==> src/rtl/riscv_pkg.sv <==
// Shared core definitions: architectural width and the branch-redirect sequencer state.
package riscv_pkg;

    localparam int unsigned XLEN = 32;

    typedef enum logic [1:0] {
        IDLE     = 2'd0,
        REDIRECT = 2'd1,
        KILL     = 2'd2
    } redirect_state_t;

    // Instructions are 32-bit only, so any target not on a 4-byte boundary faults.
    function automatic logic target_misaligned(input logic [XLEN-1:0] target);
        return target[1:0] != 2'b00;
    endfunction

endpackage

==> src/rtl/perf_counter.sv <==
// Free-running event counter with enable; wraps modulo 2^CNT_W, cleared by async reset.
module perf_counter #(
    parameter int unsigned CNT_W = 32
) (
    input  logic             clk_i,
    input  logic             rst_ni,
    input  logic             en_i,
    output logic [CNT_W-1:0] cnt_o
);

    logic [CNT_W-1:0] cnt_q, cnt_d;

    always_comb begin
        cnt_d = cnt_q;
        if (en_i) begin
            cnt_d = cnt_q + CNT_W'(1);
        end
    end

    always_ff @(posedge clk_i or negedge rst_ni) begin
        if (!rst_ni) begin
            cnt_q <= '0;
        end else begin
            cnt_q <= cnt_d;
        end
    end

    assign cnt_o = cnt_q;

endmodule

==> src/rtl/redirect_ctrl.sv <==
// Turns resolved taken branches into a held fetch redirect, flushes wrong-path work for a
// kill window afterwards, flags misaligned targets and counts resolves/redirects.
module redirect_ctrl
    import riscv_pkg::*;
#(
    parameter int unsigned KILL_CYCLES = 2,
    parameter int unsigned CNT_W       = 32
) (
    input  logic             clk,
    input  logic             reset_n,
    input  logic             exe_v_i,
    input  logic             bu_en_i,
    input  logic             branch_v_i,
    input  logic [XLEN-1:0]  pc_nxt_i,
    input  logic             trap_flush_i,
    input  logic             redirect_rdy_i,
    output logic             redirect_v_o,
    output logic [XLEN-1:0]  redirect_pc_o,
    output logic             flush_o,
    output logic             stall_exe_o,
    output logic             exc_v_o,
    output logic [XLEN-1:0]  exc_tval_o,
    output logic [CNT_W-1:0] resolve_cnt_o,
    output logic [CNT_W-1:0] taken_cnt_o
);

    localparam int unsigned KW = (KILL_CYCLES > 1) ? $clog2(KILL_CYCLES) : 1;
    localparam logic [KW-1:0] KillLoad = (KILL_CYCLES == 0) ? '0 : KW'(KILL_CYCLES - 1);

    redirect_state_t state_q;
    logic [KW-1:0]   kill_cnt_q;
    logic [XLEN-1:0] redirect_pc_q;
    logic            redirect_v_q;
    logic            flush_q;
    logic            stall_q;
    logic            exc_v_q;
    logic [XLEN-1:0] exc_tval_q;

    logic resolve_acc;
    logic target_bad;
    logic taken_acc;

    // Resolves outside IDLE belong to the wrong path and never touch state or counters.
    always_comb begin
        resolve_acc = (state_q == IDLE) && !trap_flush_i && exe_v_i && bu_en_i;
        target_bad  = target_misaligned(pc_nxt_i);
        taken_acc   = resolve_acc && branch_v_i && !target_bad;
    end

    always_ff @(posedge clk or negedge reset_n) begin
        if (!reset_n) begin
            state_q       <= IDLE;
            kill_cnt_q    <= '0;
            redirect_pc_q <= '0;
            redirect_v_q  <= 1'b0;
            flush_q       <= 1'b0;
            stall_q       <= 1'b0;
            exc_v_q       <= 1'b0;
            exc_tval_q    <= '0;
        end else begin
            exc_v_q <= 1'b0;
            if (trap_flush_i) begin
                state_q      <= IDLE;
                kill_cnt_q   <= '0;
                redirect_v_q <= 1'b0;
                flush_q      <= 1'b0;
                stall_q      <= 1'b0;
            end else begin
                unique case (state_q)
                    IDLE: begin
                        if (resolve_acc && branch_v_i) begin
                            if (target_bad) begin
                                exc_v_q    <= 1'b1;
                                exc_tval_q <= pc_nxt_i;
                            end else begin
                                redirect_pc_q <= pc_nxt_i;
                                state_q       <= REDIRECT;
                                redirect_v_q  <= 1'b1;
                                flush_q       <= 1'b1;
                                stall_q       <= 1'b1;
                            end
                        end
                    end
                    REDIRECT: begin
                        if (redirect_rdy_i) begin
                            redirect_v_q <= 1'b0;
                            stall_q      <= 1'b0;
                            if (KILL_CYCLES == 0) begin
                                state_q <= IDLE;
                                flush_q <= 1'b0;
                            end else begin
                                state_q    <= KILL;
                                kill_cnt_q <= KillLoad;
                            end
                        end
                    end
                    KILL: begin
                        if (kill_cnt_q == '0) begin
                            state_q <= IDLE;
                            flush_q <= 1'b0;
                        end else begin
                            kill_cnt_q <= kill_cnt_q - KW'(1);
                        end
                    end
                    default: begin
                        state_q      <= IDLE;
                        redirect_v_q <= 1'b0;
                        flush_q      <= 1'b0;
                        stall_q      <= 1'b0;
                    end
                endcase
            end
        end
    end

    assign redirect_v_o  = redirect_v_q;
    assign redirect_pc_o = redirect_pc_q;
    assign flush_o       = flush_q;
    assign stall_exe_o   = stall_q;
    assign exc_v_o       = exc_v_q;
    assign exc_tval_o    = exc_tval_q;

    perf_counter #(
        .CNT_W (CNT_W)
    ) u_resolve_cnt (
        .clk_i  (clk),
        .rst_ni (reset_n),
        .en_i   (resolve_acc),
        .cnt_o  (resolve_cnt_o)
    );

    perf_counter #(
        .CNT_W (CNT_W)
    ) u_taken_cnt (
        .clk_i  (clk),
        .rst_ni (reset_n),
        .en_i   (taken_acc),
        .cnt_o  (taken_cnt_o)
    );

endmodule
==> config.mk <==
export PLATFORM = sky130hd
export DESIGN_NAME = redirect_ctrl
export DESIGN_NICKNAME = d
export VERILOG_FILES = /design/src/rtl/riscv_pkg.sv /design/src/rtl/perf_counter.sv /design/src/rtl/redirect_ctrl.sv
export SDC_FILE = /design/constraint.sdc
export NUM_CORES = 1
export LEC_CHECK = 0
export CAP_MARGIN = 20
export CORE_MARGIN = 3
export CORE_UTILIZATION = 47
export DETAILED_ROUTE_END_ITERATION = 10
export PLACE_DENSITY = 0.82
export SYNTH_ARGS = -nofsm -noshare
export SYNTH_HDL_FRONTEND = slang
export SYNTH_SLANG_ARGS = --single-unit
==> constraint.sdc <==
create_clock -name clk -period 2 [get_ports clk]
set_clock_uncertainty 0.05 [all_clocks]
set_input_delay 0.4 -clock clk [delete_from_list [all_inputs] [get_ports clk]]
set_output_delay 0.4 -clock clk [all_outputs]
set_load 0.01 [all_outputs]
* Yosys cells after proc, flatten, opt, wreduce, memory -nomap -nowiden *
Index checks and enable logic that the tools add are counted.

word-level totals
  flip-flop bits (word level) = 134
  bits of input ports = 39
  output and inout port bits = 132

operators by class
  $add $sub $neg = 3
  eq/ne operators = 8
  mux-type cells = 22
  bitwise operators = 2
  reductions and logical operators = 16

operators with widths
  kind                                                  count
  adder 32 x 1 -> 32 bit (second input constant)        2
  AND reduction 4 bit                                   5
  two-way mux 1 bit                                     13
  two-way mux 2 bit                                     5
  != test 3 bit (second input constant)                 3
  one-hot mux 1 bit (3 select lines)                    2
  one-hot mux 2 bit (3 select lines)                    1
  logical AND 1 bit                                     5
  != test 2 bit (second input constant)                 2
  != test 3 x 2 -> 1 bit (second input constant)        1
  nonzero test 3 bit                                    1
  equality test 2 x 1 -> 1 bit (second input constant)  1
  equality test 2 bit (second input constant)           1
  logical NOT 1 bit                                     2
  logical NOT 2 bit                                     1
  inverter 1 bit                                        2
  one-hot mux 1 bit (2 select lines)                    1
  AND reduction 2 bit                                   1
  nonzero test 2 bit                                    1
  subtractor 1 bit (second input constant)              1

* Longest topological paths before layout *
Gate-level depths: netlist of the first run.

  depth in word-level cells = 8
  mapped depth = 7
  depth with buffers taken out = 5

* Modules after synthesis *
A second synthesis of the first run with hierarchy kept.

second synthesis, totals
  cell total of the unflattened synthesis = 417
  area, all modules = 5,759.3 µm²

modules (own cells, without submodules)
  module         times used  cells each  area each (µm²)  seq. area each (µm²)
  perf_counter   2           123         1,448.9          800.8
  redirect_ctrl  1           171         2,861.5          1,751.7

* Worst setup path after synthesis of the first run *
Ideal clock, no wire load.

  kind = register -> register
  start = register state_q[0]
  end = register exc_tval_q[13] (netlist: exc_tval_o[13])
  arrival = 1.638 ns
  path slack = 0.185 ns
  stages on the path, launching flop included = 7
  path buffers = 2
  cells stage by stage = dfrtp_1 -> nor4b_2 -> and2_1 -> buf_4 -> nand3b_2 -> buf_2 -> mux2_1

between the ends
  cells in the longest elaborated chain, start to end = 6

RTL lines
  what                             RTL line                                  RTL
  start: declaration               redirect_ctrl.sv:30                       redirect_state_t state_q;
  start signal: assignment         redirect_ctrl.sv:52                       state_q <= IDLE;
  start signal: assignment         redirect_ctrl.sv:63                       state_q <= IDLE;
  start signal: assignment         redirect_ctrl.sv:77                       state_q <= REDIRECT;
  logical NOT 2 bit *              redirect_ctrl.sv:45, redirect_ctrl.sv:69
  logical AND 1 bit (3 in series)  redirect_ctrl.sv:45                       resolve_acc = (state_q == IDLE) && !trap_flush_i && exe_v_i && bu_en_i;
  logical AND 1 bit                redirect_ctrl.sv:71                       if (resolve_acc && branch_v_i) begin
  AND reduction 4 bit (no line) *  n/a
  end signal: assignment           redirect_ctrl.sv:74                       exc_tval_q <= pc_nxt_i;
  end: declaration                 redirect_ctrl.sv:37                       logic [XLEN-1:0] exc_tval_q;

Every way passes the cells marked *; elsewhere a longest branch is shown, timed or not.
A chain may end at the register's enable or synchronous reset.

* Worst setup path after layout of the first run *
  start = input trap_flush_i
  end = register u_resolve_cnt.cnt_q[23] (netlist: u_resolve_cnt.cnt_o[23])

between the ends
  cells in the longest elaborated chain, start to end = 4

RTL lines
  what                             RTL line             RTL
  start: declaration               redirect_ctrl.sv:15  input logic trap_flush_i,
  logical NOT 1 bit                redirect_ctrl.sv:45
  logical AND 1 bit (3 in series)  redirect_ctrl.sv:45
  end signal: assignment           perf_counter.sv:24   cnt_q <= cnt_d;
  end: declaration                 perf_counter.sv:11   logic [CNT_W-1:0] cnt_q, cnt_d;

No other way between the ends.

==> run_results.csv, run 1 <==
group,metric,value,unit
floorplan,design.die.area,13400,um^2
pwr,power.leakage,0.00361,uW
clock_network,clkSinkCount,134,
sta,rsz0062_at_grt,"yes",
critical_path,arrival,2.25,ns
final_layout,area_delta_synth_final,45.6,%
global_routing,antenna_found_initial,0,
yosys,netlist_area,5680,um^2
clock_network,clock_path_buffers,2,
critical_path,crit_slowest_cell,"or4_4",
sta,setup_viol,0,
yosys,syn_nets,482,
route,remaining_drc_errors,0,
critical_path,r2r-end,"u_resolve_cnt.cnt_o[23]",
floorplan,start_util,48.9,%
min_path,hold_path_depth,1,
yosys,async_reset_ff_share,100,%
pwr,irDropWorstVdd,0.762,mV
final_layout,multiInputGateArea,2210,um^2
sta,timing.final.crit_share,98.2,%
global_routing,grt_max_degree,77,
floorplan,fp.dieH,116,um
critical_path,worstSetupStartpointType,"input port",
sta,tightest_slew,0.407,ns
yosys,synth-edff-count,0,
clock_network,clock_latency,0.41,ns
final_layout,nFillCells,803,
sta,period_needed,1.96,ns
place,gp_congestion,0.780,
critical_path,cpLargestDelayFamily,"simple AND/OR/NAND/NOR gates",
final_layout,instances_no_fill,780,
yosys,syn_avg_cell_area,12.9,um^2
flow_run,drv_cap,0,
final_layout,antenna-diode-count,0,
yosys,synthDistinctLibCells,35,
place,detailed_place_hpwl,9670,um
critical_path,critPathBufInv,1,
yosys,ys_seq_area_share,59.1,%
min_path,hold_path_class,"reg -> reg",
critical_path,critPathRequiredTime,2.29,ns
final_layout,register_area,3360,um^2
min_path,min-delay-start,"u_resolve_cnt.cnt_o[31]",
place,post_dp_cell_area,7600,um^2
sta,max_freq,0.509,GHz
floorplan,fp-row-count,39,
pwr,p_per_area,971,nW/um^2
global_routing,grt_pass1_vias,4328,
sta,drv_slew,0,
route,final_antenna_net_count,0,
route,wl_per_cell,17.8,um
route,drt_pass1_iterations,6,
pwr,power,8030,uW
final_layout,drive_above_1_share,19.5,%
sta,relSlewSlack,72.9,%
critical_path,reg2reg_slack,0.07,ns
sta,fin_hold_ws,0.423,ns
yosys,yosysWarnings,0,
global_routing,grt_pass1_wl,22300,um
place,dpl.cell_count,747,
clock_network,cts_tree,"yes",
route,vias,4122,
yosys,syn_inst,441,
critical_path,critical_path.max_stage_delay,0.64,ns
route,viasPerCell,5.28,
critical_path,crit_fanout,20,
critical_path,r2r_cells,4,
min_path,whs_endpoint,"u_resolve_cnt.cnt_o[31]",
route,drtIter0Drc,166,
final_layout,fin_area,8270,um^2
critical_path,path_depth,5,
route,routed_wl,13900,um
clock_network,htree_levels,4,
clock_network,path_clk_slew,0.05,ns
critical_path,r2r-start,"state_q[0]",
yosys,ys.flop_type,"dfrtp_1",
floorplan,die_w,116,um
global_routing,grt.total_usage,21.6,%
run_status,outcome,"finished clean",
yosys,ys_seq_elements,134,
critical_path,cp_cell_sequence,"clkdlybuf4s50_1 -> or2_1 -> or4_4 -> nor3_1 -> xor2_1",
place,port_buffers,170,
global_routing,gr-total-overflow,0,
floorplan,ioPinCount,171,
final_layout,nNetsFinal,665,
floorplan,coreArea,11600,um^2
clock_network,cts-root-buf,"clkbuf_16",
critical_path,crit_path_end_kind,"flop",
clock_network,numCtsBuffers,17,
sta,report.final.hold_viol_count,0,
critical_path,path_class,"in -> reg",
## Yosys cell counts, types with 10 or more instances
| cell type | n | share of area, % |
|---|---|---|
| nor3_1 | 19 | 1.7 |
| mux2_2 | 63 | 12 |
| xor2_1 | 21 | 3.2 |
| nor2_1 | 11 | 0.73 |
| nand4_1 | 30 | 3.3 |
| and4_1 | 11 | 1.7 |
| dfrtp_1 | 134 | 59 |
| buf_2 | 10 | 0.88 |
| nand2_1 | 16 | 1.1 |
| nand3_1 | 19 | 1.7 |
| and3_1 | 14 | 1.5 |
| inv_1 | 11 | 0.73 |
| xnor2_1 | 41 | 6.3 |
## cells by family after synthesis
family                   after synthesis  share of synthesized area [%]
buffers and inverters                 31                           2.78
adder cells (fa/ha/maj)                2                          0.441
XOR/XNOR                              62                           9.57
multiplexers                          64                           12.7
flip-flops                           134                           59.1
AND/OR/NAND/NOR                      140                           14.7
AO/OA/AOI/OAI                          8                          0.771
## final cells by class
| type | count | share of cell area [%] |
|---|---|---|
| Timing Repair Buffer | 184 | 22.6 |
| Clock buffer | 23 | 5.90 |
| Tap cell | 143 | 2.16 |
| Clock inverter | 9 | 1.48 |
| Inverter | 11 | 0.499 |
| Sequential cell | 134 | 40.6 |
| Multi-Input combinational cell | 276 | 26.7 |
## sequential cells by signal, summed over array words and instances, names as in the netlist
name                 count
exc_tval_o              32
exc_v_o                  1
flush_o                  1
kill_cnt_q               1
redirect_pc_o           32
stall_exe_o              1
state_q                  2
u_resolve_cnt.cnt_o     32
u_taken_cnt.cnt_o       32
## power by group
| part | switching, uW | internal, uW | total (uW) |
|---|---|---|---|
| logic | 604 | 927 | 1530 |
| registers | 238 | 3060 | 3290 |
| clock network | 1120 | 2080 | 3200 |
| total | 1960 | 6060 | 8030 |
## layer usage
metal  up-vias  wire length [um]  global-route usage [%]
li1       1920                 -                       -
met5         -                 0                       0
met2       145              6780                    35.3
met4         0               219                    7.89
met3        22              1410                    10.8
met1      2035              5460                    24.7
## layout by cell type, fill, tap and decap left out, types with 7 or more instances in the layout
cell type	n
nor2_1	11
and4_1	10
mux2_2	63
dfrtp_1	132
and2_1	7
and3_1	14
xnor2_1	41
nand3_1	19
nand4_1	30
clkdlybuf4s50_1	169
buf_4	9
nor3_1	12
xor2_1	21
clkbuf_16	17
inv_1	11
nor3_2	9
nand2_1	16
## per-stage QoR
step	util, %	setup TNS [ns]	setup slack [ns]
finish	71.2	0	0.0361
global route	71.2	-0.171	-0.0674
CTS	70.8	0	0.0228
detailed placement	65.4	-35.88	-0.394
global placement	65.4	-29.98	-0.339
floorplan	-	0	0.185
## worst max path at each step
stage,from,to,slack [ns]
CTS,state_q[1],u_resolve_cnt.cnt_o[28],0.02
finish,trap_flush_i,u_resolve_cnt.cnt_o[23],0.04
global route,trap_flush_i,u_resolve_cnt.cnt_o[13],-0.07
floorplan,state_q[0],exc_tval_o[13],0.18
global placement,trap_flush_i,u_resolve_cnt.cnt_o[28],-0.34
detailed placement,trap_flush_i,u_resolve_cnt.cnt_o[28],-0.39
## what timing repair did
| item | 4_1_cts | 5_1_grt |
|---|---|---|
| setup buffers | 0 | 0 |
| gates resized for setup | 0 | 10 |
| hold endpoints to repair | 96 | 0 |
| hold buffers | 1 | 0 |
| endpoints found under the setup margin | 0 | 71 |
Power figures use the tool's default switching activity.
==> run 2: changes to the inputs <==
- CTS_CLUSTER_SIZE: not set -> 28
==> results of run 2 <==
No change in the layout: final DEF, timing and power equal those of run 1.
